==> config.mk <==
export PLATFORM = sky130hd
export DESIGN_NAME = instruction_sequencer
export DESIGN_NICKNAME = d
export VERILOG_FILES = /design/src/rtl/instruction_sequencer.sv
export SDC_FILE = /design/constraint.sdc
export NUM_CORES = 1
export LEC_CHECK = 0
export BUFFER_PORTS_ARGS = -buffer_cell sky130_fd_sc_hd__buf_4
export CAP_MARGIN = 25
export CORE_ASPECT_RATIO = 0.9
export CORE_UTILIZATION = 50
export CTS_BUF_LIST = sky130_fd_sc_hd__clkbuf_4 sky130_fd_sc_hd__clkbuf_8 sky130_fd_sc_hd__clkbuf_16
export DETAILED_ROUTE_END_ITERATION = 10
export PLACE_DENSITY = 0.69
export SETUP_SLACK_MARGIN = 0.05
export SLEW_MARGIN = 20
export SYNTH_ARGS = -nofsm -noshare
export SYNTH_HDL_FRONTEND = slang
export SYNTH_SLANG_ARGS = --single-unit
==> constraint.sdc <==
create_clock -name clk -period 8 [get_ports clk]
set_clock_uncertainty 0.15 [all_clocks]
set_input_delay 1.6 -clock clk [delete_from_list [all_inputs] [get_ports clk]]
set_output_delay 1.6 -clock clk [all_outputs]
set_load 0.005 [all_outputs]
==> src/rtl/instruction_sequencer.sv <==
// -----------------------------------------------------------------------------
// instruction_sequencer
//
// Small program sequencer feeding the 5-bit control word of the TPU control
// decoder. The host loads {hold count, instruction} entries into an internal
// register file, then raises `start`. Each entry is issued for count+1 cycles,
// in order, and completion is flagged by a one-cycle `done` pulse.
//
// Optional feature macro: SEQ_LOOP_EN
//   defined   : at the end of the program the sequencer wraps back to entry 0
//               unless `stop` is high at that boundary.
//   undefined : `stop` is ignored; the program always ends after entry len-1.
//
// Ports
//   clk          clock, all state on rising edge
//   rst          asynchronous active-high reset (control state and memory)
//   prog_we      program write strobe (dropped while running)
//   prog_addr    program entry address
//   prog_data    entry: [CNT_W+4:5] hold count, [4:0] instruction
//   prog_len     entries to run, sampled at start, clamped to DEPTH
//   start        begin program (level, sampled in IDLE only)
//   abort        synchronous stop of a running program (no done)
//   stop         loop exit request (SEQ_LOOP_EN only)
//   instruction  registered control word, 0 = NOP
//   pc           index of the entry being issued
//   busy         high while running
//   done         one-cycle completion pulse
// -----------------------------------------------------------------------------
module instruction_sequencer #(
  parameter int DEPTH = 16,
  parameter int CNT_W = 8,
  localparam int AW = $clog2(DEPTH)
) (
  input  logic              clk,
  input  logic              rst,
  input  logic              prog_we,
  input  logic [AW-1:0]     prog_addr,
  input  logic [CNT_W+4:0]  prog_data,
  input  logic [AW:0]       prog_len,
  input  logic              start,
  input  logic              abort,
  input  logic              stop,
  output logic [4:0]        instruction,
  output logic [AW-1:0]     pc,
  output logic              busy,
  output logic              done
);

  localparam int LEN_W = AW + 1;
  localparam int ENT_W = CNT_W + 5;

  typedef enum logic [1:0] {
    S_IDLE = 2'd0,
    S_RUN  = 2'd1,
    S_DONE = 2'd2
  } state_t;

  state_t             state;
  logic [ENT_W-1:0]   mem [DEPTH];
  logic [CNT_W-1:0]   hold;
  logic [LEN_W-1:0]   len_q;
  logic [LEN_W-1:0]   len_c;
  logic [LEN_W-1:0]   last_pc;
  logic [AW-1:0]      pc_next;
  logic               at_end;

  function automatic logic [4:0] entry_instr(input logic [ENT_W-1:0] e);
    return e[4:0];
  endfunction

  function automatic logic [CNT_W-1:0] entry_count(input logic [ENT_W-1:0] e);
    return e[ENT_W-1:5];
  endfunction

  assign len_c   = (prog_len > LEN_W'(DEPTH)) ? LEN_W'(DEPTH) : prog_len;
  assign last_pc = len_q - LEN_W'(1);
  assign at_end  = ({1'b0, pc} == last_pc);
  assign pc_next = pc + AW'(1);

`ifndef SEQ_LOOP_EN
  logic unused_stop;
  assign unused_stop = stop;
`endif

  // Program memory: writes land at the sampling edge, so an entry read on the
  // same edge as a write still returns the old contents.
  always_ff @(posedge clk or posedge rst) begin
    if (rst) begin
      for (int i = 0; i < DEPTH; i++) mem[i] <= '0;
    end else if (prog_we && (state != S_RUN)) begin
      mem[prog_addr] <= prog_data;
    end
  end

  // Control FSM with registered outputs
  always_ff @(posedge clk or posedge rst) begin
    if (rst) begin
      state       <= S_IDLE;
      instruction <= '0;
      pc          <= '0;
      busy        <= 1'b0;
      done        <= 1'b0;
      hold        <= '0;
      len_q       <= '0;
    end else begin
      done <= 1'b0;
      case (state)
        S_IDLE: begin
          if (start) begin
            len_q <= len_c;
            if (len_c != '0) begin
              state       <= S_RUN;
              pc          <= '0;
              instruction <= entry_instr(mem[0]);
              hold        <= entry_count(mem[0]);
              busy        <= 1'b1;
            end else begin
              state <= S_DONE;
              done  <= 1'b1;
            end
          end
        end

        S_RUN: begin
          if (abort) begin
            state       <= S_IDLE;
            instruction <= '0;
            busy        <= 1'b0;
            pc          <= '0;
            hold        <= '0;
          end else if (hold != '0) begin
            hold <= hold - CNT_W'(1);
          end else if (!at_end) begin
            pc          <= pc_next;
            instruction <= entry_instr(mem[pc_next]);
            hold        <= entry_count(mem[pc_next]);
          end else begin
`ifdef SEQ_LOOP_EN
            if (!stop) begin
              pc          <= '0;
              instruction <= entry_instr(mem[0]);
              hold        <= entry_count(mem[0]);
            end else begin
              state       <= S_DONE;
              instruction <= '0;
              busy        <= 1'b0;
              done        <= 1'b1;
            end
`else
            state       <= S_DONE;
            instruction <= '0;
            busy        <= 1'b0;
            done        <= 1'b1;
`endif
          end
        end

        S_DONE: begin
          state <= S_IDLE;
        end

        default: begin
          state <= S_IDLE;
        end
      endcase
    end
  end

endmodule

* Yosys cells after proc, flatten, opt, wreduce, memory -nomap -nowiden
Index checks and enable logic that the tools add are counted.
** Word-level totals
- Flip-flop bits (word level) :: 234
- Latch bits :: 0
- Memory bits (writable) :: 0
- Bits in read-only memories :: 0
- Input bits :: 28
- Output and inout port bits :: 11
- Memories kept :: 0
** Cells by class
- Add/subtract/negate cells :: 3
- $mul :: 0
- Divide/modulo/power cells :: 0
- Magnitude comparators :: 4
- Eq/ne operators :: 9
- Shifts and indexed selects :: 0
- Muxes and demuxes :: 43
- Bitwise logic cells :: 2
- Reduce and logical (&&, ||, !) cells :: 12
** Operators by type and width (count)
- $bwmux 208 :: 1
- $bmux 13 s4 :: 1
- $demux 13 s4 :: 1
- $mux 8 :: 5
- $mux 13 :: 3
- $mux 5 :: 6
- $mux 4 :: 5
- $pmux 8 s2 :: 1
- $ge 5x5->1 const B :: 2
- $mux 1 :: 10
- $mux 2 :: 5
- $not 4->5 :: 2
- $pmux 5 s2 :: 1
- $reduce_and 5->1 :: 2
- $ne 3x3->1 const B :: 3
- $pmux 4 s2 :: 1
- $reduce_and 4->1 :: 2
- $reduce_bool 8->1 :: 1
- $sub 8x1->8 const B :: 1
- $eq 4x5->1 :: 1
- $gt 5x5->1 const B :: 1
- $lt 5x1->1 const B :: 1
- $reduce_bool 5->1 :: 1
- $sub 5x1->5 const B :: 1
- other kinds (12) :: 15

* Logic depth before layout (Yosys ltp)
- Depth in word-level cells :: 9
- Mapped depth :: 9
- Depth with buffers taken out :: 7

* Least setup slack after synthesis
OpenSTA, ideal clock, no wires.
- Path type :: input -> register
- From :: input prog_len[1]
- To :: register pc[0]
- Arrival :: 2.954 ns
- Data required time :: 7.725 ns
- Slack :: 4.772 ns
- Cell stages on the path :: 6
- Path buffers :: 1
- Path through :: nor4_1 a21o_1 o21ai_0 and3_1 clkbuf_2 mux2_2
** Between the ends
- Word-level cells in the longest chain between the ends :: 5
** Ends and longest elaborated chain
- start, declared :: line 39 : input logic [AW:0] prog_len,
- $gt 5x5->1 :: line 75 : assign len_c = (prog_len > LEN_W'(DEPTH)) ? LEN_W'(DEPTH) : prog_len;
- $mux 5 * :: line 75
- $reduce_bool 5->1 * :: line 111 : if (len_c != '0) begin
- $ne 2x2->1 (no line) *
- $reduce_and 5->1 (no line) *
- end signal, assigned :: line 134 : pc <= pc_next;
- end, declared :: line 44 : output logic [AW-1:0] pc,
Mark *: on every way between the ends. The rest lies on a longest branch, timed or not.
A chain may end at the register's enable or synchronous reset.

* Worst setup path after layout
- From :: register pc[0]
- To :: register hold[7]
** Between the ends
- Word-level cells in the longest chain between the ends :: 9
- Elaborated cells on any way between the ends :: 12
** Ends and longest elaborated chain
- $add 4x1->4 :: line 78 : assign pc_next = pc + AW'(1);
- $not 4->5 (not written as such) :: line 136 : hold <= entry_count(mem[pc_next]);
- $bmux 13 s4 :: line 136
- $mux 13 (not written as such) (2 in a row) :: line 136
- $mux 8 :: line 133 : end else if (!at_end) begin
- $mux 8 :: line 131 : end else if (hold != '0) begin
- $mux 8 :: line 125 : if (abort) begin
- $pmux 8 s2 :: line 107 : case (state)
- end signal, assigned :: line 115 : hold <= entry_count(mem[0]);
- end signal, assigned :: line 132 : hold <= hold - CNT_W'(1);
- end signal, assigned :: line 136
- end, declared :: line 60 : logic [CNT_W-1:0] hold;
Parallel ways exist; a longest one is shown, timed or not. The select of a mux whose other input is x is not followed.

==> key figures <==
Global routing
  – Largest net degree at the start of global routing: 76
  – Gr ovfl total: 0
  – GRT Util Overall: 24.7%
  – Vias in the first global route: ~7400
  – Global-route wire length before repair: 42800 um
  – Initial antenna violation count: 1

CTS
  – Cts hold-fix bufs: 0
  – CTS buffer count: 24
  – CTS tree: done
  – Skew-Pair Late Insertion Delay: 0.53 ns
  – Clock sink count: 234
  – Post-CTS Setup Inserts: 0
  – Cts repair resizes: 0
  – CTS H-tree lvls: 1
  – Clk slew on worst S/H paths: 0.06 ns
  – Clock tree buffer depth: 3
  – CTS root buffer: clkbuf_16

STA
  – Rel. slew slack: 31.3%
  – Setup_tns: 0 ns
  – Count of final setup violators: 0
  – Tmin final: 3.47 ns
  – Fmax: 288 MHz
  – Worst slew pin tran: a little over 1 ns
  – Fin. max-slew vios: 0
  – Fin crit share: 43.4%
  – Hold Fails Final Rpt: 0
  – Unrepaired setup endpoints after global routing: false
  – Hold Slack: between 0.3 and 0.4 ns

Floorplan
  – Starting Density: 51.2%
  – Chip height: 144 um
  – IO Pins: 39
  – Rows: 51
  – Die area: 22900 um^2
  – Core region area: approximately 22000 um^2
  – Die width: 159 um

Synthesis
  – Synth top area cells: dfrtp_1 (53%), mux2_2 (21%), mux4_2 (8.3%)
  – Sequential-to-total area share from yosys stat: 52.6%
  – Post-synth cell types: 60
  – Syn Std Cell Area: 11100 um^2
  – Synth Instances: 753
  – Synth Flop Type: dfrtp_1
  – Area share of the largest cell type after synthesis: 52.6%
  – Seq cells post-synth: 234
  – Asr flop ratio synth: 100%
  – Post-Syn Nets: 784
  – Post-synth EDFFs: 0
  – Ys Warns: 0
  – Leading area contributor after synthesis: dfrtp_1
  – Post-Syn Area per Cell: 14.8 um^2

Worst hold path
  – Min-delay src: mem[170]
  – Hold Path Class: flop to flop

Setup path
  – Worst Path Buf+Inv: 1
  – Worst Path Max Fanout: 45
  – Crit path launch: pc[0]
  – CP Launch Type: flop
  – CP Data Required Time: 8.26 ns
  – Crit path kind: flop to flop
  – Crit-path max cell delay: 0.67 ns
  – Cell Chain, Critical Path: ha_2 -> buf_4 -> mux4_1 -> mux2_2 -> a32oi_1 -> o211ai_1 -> mux2_1
  – Crit-path slowest cell: dfrtp_4
  – Top delay family on crit path: multiplexers
  – Worst r2r src: pc[0]
  – Crit path DAT: between 3 and 4 ns
  – Crit end category: flop

Finish
  – P&R area growth vs syn: 12.8%
  – # nets final: 815
  – Share of post-route cells with drive strength above 1: between 40% and 50%
  – Antenna cells: 0

Pwr
  – Gate power share: between 20% and 30%
  – Psw: between 1000 and 1500 uW
  – Switching Share: 28.0%
  – Pint: 2800 uW
  – Sequential Power Share: 44.0%
  – Worst vdd ir: 0.210 mV
  – Leakage: about 0.0055 uW
  – Pwr Density: around 310 nW/um^2
  – Clk pwr share: 29.2%

Placement
  – Final HPWL DP: 16600 um
  – GP Congestion: 0.911
  – Port buffer count: 37

Route
  – WL met2: approximately 13000 um
  – Metal3 WL: 1550 um
  – Post-route DRC: 0
  – Via Count: 6638
  – Final wirelength: 26400 um
  – DR WL/cell: roughly 24 um
  – Post-route ant nets: 0
  – Wl on met1: 11200 um
  – Drt initial violations: 423
  – Drt via density: around 6.1
  – Drt pass-1 iters: 4
  – Highest Signal Layer: met4

Run status
  – Status: finished, final reports clean

Job
  – Max Cap Viol: 0
## stage by stage
step	worst slack [ns]	utilization (%)	area, um^2	std cells	total power (uW)
6_report	4.53	57.7	12600	1093	3880
2_1_floorplan	3.19	-	11100	753	2490
3_5_place_dp	4.14	53.7	11700	1046	2770
3_3_place_gp	4.19	53.7	11700	1046	2700
5_1_grt	4.37	57.7	12600	1093	4090
4_1_cts	4.48	57.4	12500	1090	3910
## Yosys cell counts (all sizes together), types with 2 or more instances
master,n
a211oi,3
a21oi,6
a22o,6
a22oi,4
a31o,4
a32oi,2
and3,3
buf,35
clkbuf,20
dfrtp,234
ha,3
inv,13
mux2,222
mux2i,22
mux4,50
nand2,24
nand2b,7
nand3,12
nand4b,2
nor2,13
nor2b,4
nor3,6
nor3b,3
nor4,3
o2111ai,3
o21a,2
o21ai,8
o221a,2
o22ai,2
o2bb2ai,2
o31ai,4
o32ai,2
or4,3
xnor2,6
xor2,5
## final timing paths
| path | to | slack, ns | depth (start not counted) |
|---|---|---|---|
| worst min-delay path | mem[170] | 0.34 | 1 |
| worst min register to register | mem[170] | 0.34 | 1 |
| min in group asynchronous | mem[194] | 0.88 | 2 |
| worst max-delay path | hold[7] | 4.53 | 7 |
| max in group asynchronous | mem[102] | 5.49 | 4 |
| worst max register to register | hold[7] | 4.53 | 7 |
## sequential cells by signal, indices dropped and copies added, names as in the netlist
signal       count
busy             1
done             1
hold             8
instruction      5
len_q            5
mem            208
pc               4
state            2
## cell families (layout without fill, tap and decap cells)
| family | Yosys count | after routing | synth area share [%] |
|---|---|---|---|
| buffers and inverters | 68 | 117 | 3.06 |
| AND/OR/NAND/NOR | 86 | 86 | 4.16 |
| flip-flops | 234 | 234 | 52.6 |
| multiplexers | 294 | 294 | 35.0 |
| AO/OA/AOI/OAI | 56 | 56 | 3.81 |
| adder cells (fa/ha/maj) | 3 | 3 | 0.337 |
| XOR/XNOR | 12 | 12 | 1.07 |
## layout by cell type, fill, tap and decap left out, types with 9 or more instances in the layout
master and count:
dfrtp_1 233, mux2_2 203, buf_4 57, mux4_2 41, clkbuf_16 25, nand2_1 24
mux2i_1 22, mux2_1 16, nor2_1 13, clkbuf_4 13, nand3_1 12, inv_1 12
mux4_1 9
## routing by layer
layer  global-route usage, %  vias to the layer above
met4                    8.20                        0
met1                    33.5                     3527
met3                    3.41                       50
met2                    41.5                      171
li1                        -                     2890
met5                       0                        -
## power groups by stage
stage          clock network (uW)  logic, uW  registers (uW)
2_1_floorplan                   0        846            1640
3_3_place_gp                    0       1000            1700
3_5_place_dp                    0       1040            1730
4_1_cts                      1160       1050            1710
5_1_grt                      1210       1130            1750
6_report                     1140       1040            1710
## cell type report
type	count	area, um^2
Timing Repair Buffer	60	490
Clock inverter	2	35.0
Tap cell	291	364
Inverter	13	52.6
Clock buffer	42	778
Multi-Input combinational cell	451	4970
Sequential cell	234	5860
Fill cell	1707	9210
(Power assumes the default switching activity.)
